--- src/rtl/range_pkg.sv ---
// Shared types and default sizing for the range-finding sample streamer.
// The chip top imports the same defaults so both sides agree on sample shape.
package range_pkg;

   localparam int RANGE_WIDTH = 16;
   localparam int RANGE_DEPTH = 8;

   typedef enum logic [1:0] {
      IDLE,
      STREAM,
      DONE
   } state_t;

endpackage

--- src/rtl/range_sample_buffer.sv ---
// Sample storage: synchronous write port, asynchronous read port.
// The data array is deliberately left without reset.
module range_sample_buffer #(
   parameter int WIDTH = 16,
   parameter int DEPTH = 8,
   parameter int AW    = $clog2(DEPTH)
) (
   input  logic             clock,
   input  logic             wr_en,
   input  logic [AW-1:0]    wr_addr,
   input  logic [WIDTH-1:0] wr_data,
   input  logic [AW-1:0]    rd_addr,
   output logic [WIDTH-1:0] rd_data
);

   logic [WIDTH-1:0] mem_q [DEPTH];

   always_ff @(posedge clock) begin
      if (wr_en) begin
         mem_q[wr_addr] <= wr_data;
      end
   end

   assign rd_data = mem_q[rd_addr];

endmodule

--- src/rtl/range_streamer.sv ---
// Buffers host samples and replays them as one go/finish/data transaction
// towards the range-finding block.
module range_streamer
   import range_pkg::*;
#(
   parameter int WIDTH = RANGE_WIDTH,
   parameter int DEPTH = RANGE_DEPTH,
   parameter int CW    = $clog2(DEPTH) + 1
) (
   input  logic             clock,
   input  logic             reset,
   input  logic             load_valid,
   input  logic [WIDTH-1:0] load_data,
   output logic             load_ready,
   input  logic             start,
   input  logic             abort,
   output logic             go,
   output logic             finish,
   output logic [WIDTH-1:0] data_out,
   output logic             busy,
   output logic             done,
   output logic             start_error,
   output logic [CW-1:0]    count
);

   localparam int AW = $clog2(DEPTH);

   state_t           state_q, state_d;
   logic [CW-1:0]    count_q, count_d;
   logic [CW-1:0]    rd_ptr_q, rd_ptr_d;
   logic             go_q, go_d;
   logic             finish_q, finish_d;
   logic [WIDTH-1:0] data_q, data_d;
   logic             busy_q, busy_d;
   logic             done_q, done_d;
   logic             start_error_q, start_error_d;

   logic             wr_en;
   logic [AW-1:0]    rd_addr;
   logic [WIDTH-1:0] rd_data;

   range_sample_buffer #(
      .WIDTH (WIDTH),
      .DEPTH (DEPTH),
      .AW    (AW)
   ) u_buf (
      .clock   (clock),
      .wr_en   (wr_en),
      .wr_addr (count_q[AW-1:0]),
      .wr_data (load_data),
      .rd_addr (rd_addr),
      .rd_data (rd_data)
   );

   // start wins over a simultaneous load, so it also masks load_ready.
   assign load_ready = (state_q == IDLE) && (count_q < CW'(DEPTH)) && !start;

   always_comb begin
      state_d       = state_q;
      count_d       = count_q;
      rd_ptr_d      = rd_ptr_q;
      go_d          = 1'b0;
      finish_d      = 1'b0;
      data_d        = '0;
      busy_d        = 1'b0;
      done_d        = 1'b0;
      start_error_d = 1'b0;
      wr_en         = 1'b0;
      rd_addr       = '0;

      case (state_q)
         IDLE: begin
            if (start) begin
               // A one-sample transaction would need go and finish together.
               if (count_q < CW'(2)) begin
                  start_error_d = 1'b1;
               end else begin
                  state_d  = STREAM;
                  go_d     = 1'b1;
                  busy_d   = 1'b1;
                  data_d   = rd_data;
                  rd_ptr_d = CW'(1);
               end
            end else if (load_valid && load_ready) begin
               wr_en   = 1'b1;
               count_d = count_q + CW'(1);
            end
         end
         STREAM: begin
            if (finish_q) begin
               state_d = DONE;
               done_d  = 1'b1;
            end else begin
               rd_addr  = rd_ptr_q[AW-1:0];
               data_d   = rd_data;
               busy_d   = 1'b1;
               finish_d = (rd_ptr_q == count_q - CW'(1)) || abort;
               rd_ptr_d = rd_ptr_q + CW'(1);
            end
         end
         DONE: begin
            state_d  = IDLE;
            count_d  = '0;
            rd_ptr_d = '0;
         end
         default: begin
            state_d = IDLE;
         end
      endcase
   end

   always_ff @(posedge clock or negedge reset) begin
      if (!reset) begin
         state_q       <= IDLE;
         count_q       <= '0;
         rd_ptr_q      <= '0;
         go_q          <= 1'b0;
         finish_q      <= 1'b0;
         data_q        <= '0;
         busy_q        <= 1'b0;
         done_q        <= 1'b0;
         start_error_q <= 1'b0;
      end else begin
         state_q       <= state_d;
         count_q       <= count_d;
         rd_ptr_q      <= rd_ptr_d;
         go_q          <= go_d;
         finish_q      <= finish_d;
         data_q        <= data_d;
         busy_q        <= busy_d;
         done_q        <= done_d;
         start_error_q <= start_error_d;
      end
   end

   assign go          = go_q;
   assign finish      = finish_q;
   assign data_out    = data_q;
   assign busy        = busy_q;
   assign done        = done_q;
   assign start_error = start_error_q;
   assign count       = count_q;

endmodule

--- config.mk ---
export PLATFORM = sky130hd
export DESIGN_NAME = range_streamer
export DESIGN_NICKNAME = d
export VERILOG_FILES = /design/src/rtl/range_pkg.sv /design/src/rtl/range_sample_buffer.sv /design/src/rtl/range_streamer.sv
export SDC_FILE = /design/constraint.sdc
export NUM_CORES = 1
export LEC_CHECK = 0
export CAP_MARGIN = 10
export CORE_MARGIN = 2
export CORE_UTILIZATION = 25
export DETAILED_ROUTE_END_ITERATION = 8
export PLACE_DENSITY = 0.45
export SETUP_SLACK_MARGIN = 0.1
export SKIP_CTS_REPAIR_TIMING = 1
export SLEW_MARGIN = 20
export SYNTH_ARGS = -nofsm -noshare
export SYNTH_HDL_FRONTEND = slang
export SYNTH_SLANG_ARGS = --single-unit
--- constraint.sdc ---
create_clock -name clock -period 3.85 [get_ports clock]
set_clock_uncertainty 0.1 [all_clocks]
set_input_delay 0.385 -clock clock [delete_from_list [all_inputs] [get_ports clock]]
set_output_delay 0.385 -clock clock [all_outputs]
set_load 0.05 [all_outputs]
==> impl_metrics.csv, run 1 <==
group,metric,value,unit
outcome,outcome,"finished, violations left",
outcome,failed_checks,"hold timing",
cells_and_area,diodes,0,
cells_and_area,synthToLayoutAreaGrowth,22.21,%
drt,postRouteAntennaNets,0,
setup_path,timing.rr.start,"state_q[1]",
global_routing,grt_max_degree,37,
drt,via_per_inst,4.485,
synth,synth-main-ff-cell,"edfxtp_1",
setup_path,rrSetupSlack,1.02,ns
cells_and_area,fin_nets,528,
clock_network,insertion_delay,0.42,ns
floorplanning,io_pins,47,
floorplanning,die_h,168.7,µm
placed_design,io_buffers,46,
cells_and_area,fin_cells,852,
synth,synth_common_cells,"edfxtp_1 (128), inv_1 (54), dfrtp_1 (31)",
synth,synth_nets,475,
run,maxCapViolCount,0,
synth,yosysTopAreaCell,"edfxtp_1",
clock_network,cts.clk_slew.worst_paths,0.06,ns
cells_and_area,multi_input_area,0.001833,mm²
clock_network,cts_tree,"yes",
placed_design,hpwl,9.585,mm
sta,relSlewSlack,41.93,%
clock_network,cts_sinks,159,
setup_path,critPathKind,"reg2out",
clock_network,clockBufferDepth,2,
setup_path,worstPathArrival,2.48,ns
setup_path,crit_family,"buffers and inverters",
sta,max_freq,337.6,MHz
setup_path,startpoint_type,"flip-flop",
power,total_power,6.152,mW
global_routing,grt-ovfl-total,0,
sta,tightest_slew,0.8711,ns
setup_path,rr_worst_depth,7,
cells_and_area,fillers,2625,
placed_design,placedCellCount,820,
setup_path,crit_path_end_kind,"output port",
synth,synth.most_common_cell,"edfxtp_1",
drt,drc_errors,0,
synth,synth_edf_count,128,
setup_path,cpMaxStageDelayCell,"clkdlybuf4s50_1",
cells_and_area,area.sequential,0.004622,mm²
power,combPwrFrac,34.6,%
synth,synth-seq-cells,159,
clock_network,root_buffer,"clkbuf_16",
synth,synth_top_area_share,56.68,%
power,seq_power_share,36.7,%
synth,synthTopCellsByArea,"edfxtp_1 (57%), dfrtp_1 (11%), mux4_2 (5.6%)",
power,p_per_area,742.2,mW/mm²
drt,wl,16.26,mm
sta,drv_slew,0,
sta,rsz0062_at_grt,"no",
clock_network,cts-htree-levels,4,
setup_path,worstPathCellList,"inv_1, ha_1, nor3b_1, clkdlybuf4s50_1",
synth,ys_types,43,
placed_design,place_ws,1.001,ns
synth,synth_cells,445,
sta,min_period,2.962,ns
global_routing,grt_usage,11.90,%
clock_network,cts_buffers,17,
setup_path,crit_buf_inv,2,
placed_design,gp_congestion,0.7238,
hold_path,hp-class,"in2async",
power,intPower,3.987,mW
drt,first_iter_violations,265,
power,leakage,2.958,nW
sta,setup-tns-final,0,ns
setup_path,cp_max_fo,12,
global_routing,grt_pass1_vias,4100,
setup_path,required,3.37,ns
power,swShare,35.19,%
sta,timing.final.ws_setup,0.8882,ns
setup_path,slowest_delay,0.83,ns
sta,setup_viol,0,
cells_and_area,final_layout_size_suffix_gt1_share,20.74,%
synth,mappedNetlistArea,0.006782,mm²
floorplanning,initial_core_util,25.30,%
sta,hold_viol,31,
global_routing,grt_pass1_wl,25.07,mm
power,p_clk_share,28.7,%
global_routing,antenna_found_initial,1,
power,ir_drop,302.1,µV
synth,seq_area_frac_synth,68.12,%
synth,syn_area_per_cell,15.24,µm²
power,switchingPower,2.164,mW
floorplanning,die_width,168.7,µm
floorplanning,row_count,60,
synth,async_reset_ff_share,19.50,%
floorplanning,die_area,0.02846,mm²
drt,wl_per_cell,19.08,µm
drt,num_vias,3821,
setup_path,critPathLaunch,"state_q[0]",
drt,drtPass1Iterations,4,
synth,synth_warnings,0,
sta,whs,-0.04552,ns
setup_path,r2r-end,"data_out[3]",
floorplanning,core_area,0.02680,mm²
setup_path,cp_num_cells,4,
setup_path,worstSetupEndpoint,"load_ready",
sta,fin_crit_sh,76.93,%
## worst min path at each step
| stage | start | endpoint |
|---|---|---|
| after floorplan | reset | busy |
| after global placement | reset | go |
| after detailed placement | reset | go |
| after CTS | reset | count[1] |
| after global routing | reset | busy |
| final | reset | go |
## stage by stage
stage	cell area, µm²	utilization [%]
CTS	8288	30.92
detailed placement	7667	28.61
global placement	7667	28.61
global route	8288	30.92
floorplan	6782	-
finish	8288	30.92
## power by group through the flow
stage / Clock (mW) / Combinational [mW] / Sequential, mW
floorplan: 0 / 1.34 / 2.43
global placement: 0 / 2.13 / 2.30
detailed placement: 0 / 2.15 / 2.31
CTS: 1.82 / 2.16 / 2.27
global route: 1.89 / 2.30 / 2.29
finish: 1.76 / 2.13 / 2.26
## registers in the layout, summed over array words and instances, names as in the netlist
register,flops
busy,1
start_error,1
finish,1
data_out,16
count,4
done,1
rd_ptr_q,4
u_buf.mem_q,128
state_q,2
go,1
## layout by cell type, fill, tap and decap left out, types with 2 or more instances in the layout
master           instances
or4bb_1                 10
o2bb2ai_1                3
o21ai_0                  2
xnor2_1                  6
clkbuf_16               17
buf_4                   17
dfrtp_1                 29
mux2_2                  18
nand4bb_1                5
nor3_1                   3
bufinv_16                3
or2_2                   16
dfrtp_2                  2
nand2b_1                 2
nor2_1                   8
ha_1                     9
nand3b_1                 4
mux4_2                  17
inv_1                   54
clkinvlp_4               2
edfxtp_1               128
nand3_1                  3
nor3_2                   2
inv_8                    3
nor3b_1                 17
o22ai_1                 15
o31ai_1                  2
a32o_1                   2
a211oi_1                 2
nand2_1                  8
clkdlybuf4s50_1         45
inv_6                    5
o32ai_1                 15
a21oi_1                 19
## cell families after synthesis
kind of cell	count (synthesis)	synth area share (%)
xor+xnor	7	0.9041
fa+ha+maj	9	1.661
buf+inv	83	5.074
flops	159	68.12
mux	35	8.635
compound gates	65	6.642
simple gates	87	8.967
## layer usage
layer / part of all wire [%] / GRT usage (%) / vias to the layer above
li1: - / - / 1781
met4: 0.26 / 2.736 / 2
met2: 50 / 19.49 / 69
met3: 4.7 / 3.273 / 4
met1: 45 / 15.74 / 1965
met5: 0.098 / 0 / -
## final cells by class
type | instances | share of cell area [%]
Clock inverter | 15 | 2.355
Multi-Input combinational cell | 203 | 22.12
Sequential cell | 159 | 55.77
Clock buffer | 17 | 5.133
Timing Repair Buffer | 63 | 7.035
Tap cell | 341 | 5.148
Inverter | 54 | 2.446
Power figures use the tool's default switching activity.
==> run 2, diff against run 1 <==
- PLACE_DENSITY: 0.45 -> 0.47
- clock period: 3.85 -> 2.7 ns (I/O delays scaled with it)
==> impl_metrics.csv, run 2 (synthesis results as in run 1) <==
group,metric,value,unit
sta,min_period,2.403,ns
setup_path,cp_max_fo,16,
sta,hold_viol,0,
global_routing,grt_pass1_vias,4163,
drt,wl,15.74,mm
clock_network,cts_buffers,17,
placed_design,hpwl,9.836,mm
sta,relSlewSlack,44.38,%
power,switchingPower,3.002,mW
setup_path,worstSetupEndpoint,"u_buf.mem_q[1][7]",
drt,drc_errors,0,
setup_path,r2r-end,"u_buf.mem_q[1][7]",
clock_network,clockBufferDepth,2,
sta,tightest_slew,0.8343,ns
cells_and_area,final_layout_size_suffix_gt1_share,21.15,%
power,swShare,34.80,%
setup_path,rr_worst_depth,7,
run,maxCapViolCount,0,
power,combPwrFrac,36.1,%
cells_and_area,fillers,2594,
setup_path,startpoint_type,"flip-flop",
clock_network,cts-htree-levels,4,
outcome,outcome,"finished, final reports clean",
sta,setup_viol,0,
setup_path,critPathLaunch,"state_q[0]",
cells_and_area,diodes,0,
drt,num_vias,3862,
power,total_power,8.628,mW
sta,max_freq,416.1,MHz
floorplanning,io_pins,47,
cells_and_area,largest_reg_flops,128,
power,p_clk_share,26.9,%
cells_and_area,synthToLayoutAreaGrowth,23.56,%
setup_path,crit_path_end_kind,"flip-flop",
global_routing,grt-ovfl-total,0,
cells_and_area,mostFrequentLayoutCell,"edfxtp_1",
global_routing,grt_pass1_wl,24.52,mm
clock_network,cts.clk_slew.worst_paths,0.06,ns
drt,drtPass1Iterations,4,
sta,drv_slew,0,
drt,via_per_inst,4.485,
clock_network,root_buffer,"clkbuf_16",
cells_and_area,fin_cells,861,
floorplanning,die_width,168.7,µm
placed_design,place_ws,0.2328,ns
power,seq_power_share,37.0,%
drt,wl_per_cell,18.28,µm
placed_design,placedCellCount,828,
floorplanning,core_area,0.02680,mm²
placed_design,io_buffers,46,
global_routing,grt_usage,11.61,%
placed_design,gp_congestion,0.7227,
floorplanning,die_h,168.7,µm
power,p_per_area,1030,mW/mm²
global_routing,grt_max_degree,46,
floorplanning,row_count,60,
drt,first_iter_violations,272,
clock_network,cts_tree,"yes",
sta,timing.final.ws_setup,0.2966,ns
setup_path,worstPathArrival,2.40,ns
cells_and_area,top_register,"u_buf.mem_q",
cells_and_area,fin_nets,537,
setup_path,critPathKind,"reg2reg",
floorplanning,die_area,0.02846,mm²
power,ir_drop,443.5,µV
sta,fin_crit_sh,89.02,%
clock_network,cts_sinks,159,
setup_path,rrSetupSlack,0.30,ns
setup_path,required,2.70,ns
cells_and_area,mostFrequentLayoutCells,"edfxtp_1 (128), inv_1 (54), clkdlybuf4s50_1 (43)",
sta,rsz0062_at_grt,"no",
clock_network,insertion_delay,0.42,ns
floorplanning,initial_core_util,25.30,%
setup_path,timing.rr.start,"state_q[0]",
drt,postRouteAntennaNets,0,
hold_path,hp-class,"in2reg",
power,intPower,5.626,mW
power,leakage,3.011,nW
global_routing,antenna_found_initial,0,
==> run 2: metrics by stage <==
step	area, µm²	TNS (ns)	utilization, %	hold slack, ns
2_1_floorplan	6792	0	-	-0.1256
3_3_place_gp	7795	0	29.09	0.3460
3_5_place_dp	7795	0	29.09	0.3457
4_1_cts	8364	-0.1409	31.21	-0.1085
5_1_grt	8379	0	31.27	0.3828
6_report	8379	0	31.27	0.3733
==> run 2: how the worst min path moves through the flow <==
stage | startpoint | endpoint | cells after the start | slack [ns]
detailed placement | reset | busy | 1 | 0.35
finish | abort | finish | 2 | 0.37
floorplan | reset | busy | 0 | -0.13
CTS | reset | start_error | 1 | -0.11
global route | abort | finish | 2 | 0.38
global placement | reset | data_out[1] | 1 | 0.35
==> run 2: power by group through the flow <==
| stage | clock (mW) | sequential (mW) | combinational (mW) |
|---|---|---|---|
| after floorplan | 0 | 3.47 | 1.91 |
| after global placement | 0 | 3.24 | 3.11 |
| after detailed placement | 0 | 3.24 | 3.14 |
| after CTS | 2.38 | 3.19 | 3.15 |
| after global routing | 2.48 | 3.23 | 3.37 |
| final | 2.32 | 3.19 | 3.11 |
==> run 2: worst max-delay path, stage by stage, from the launching register on <==
cell and delay, ns:
dfrtp_1 0.43, inv_1 0.14, ha_2 0.32, nor4bb_1 0.30
buf_4 0.22, nand2_1 0.14, nor3_2 0.13, buf_4 0.30
==> run 2: routing by layer <==
layer	track usage [%]	share of wire, %	vias to the layer above
met5	0	0	-
met4	3.411	0.99	0
met3	2.759	4.4	13
met2	18.69	48	95
met1	15.64	46	1956
li1	-	-	1798
==> run 2: area by class of cell <==
class / count / area (µm²) / share of cell area (%)
flip-flops and latches: 159 / 4622 / 55.16
clock buffers: 18 / 429.2 / 5.122
inverters: 54 / 202.7 / 2.419
repair buffers: 72 / 728.2 / 8.690
clock inverters: 14 / 140.1 / 1.672
well taps: 341 / 426.7 / 5.092
multi-input cells: 203 / 1831 / 21.85
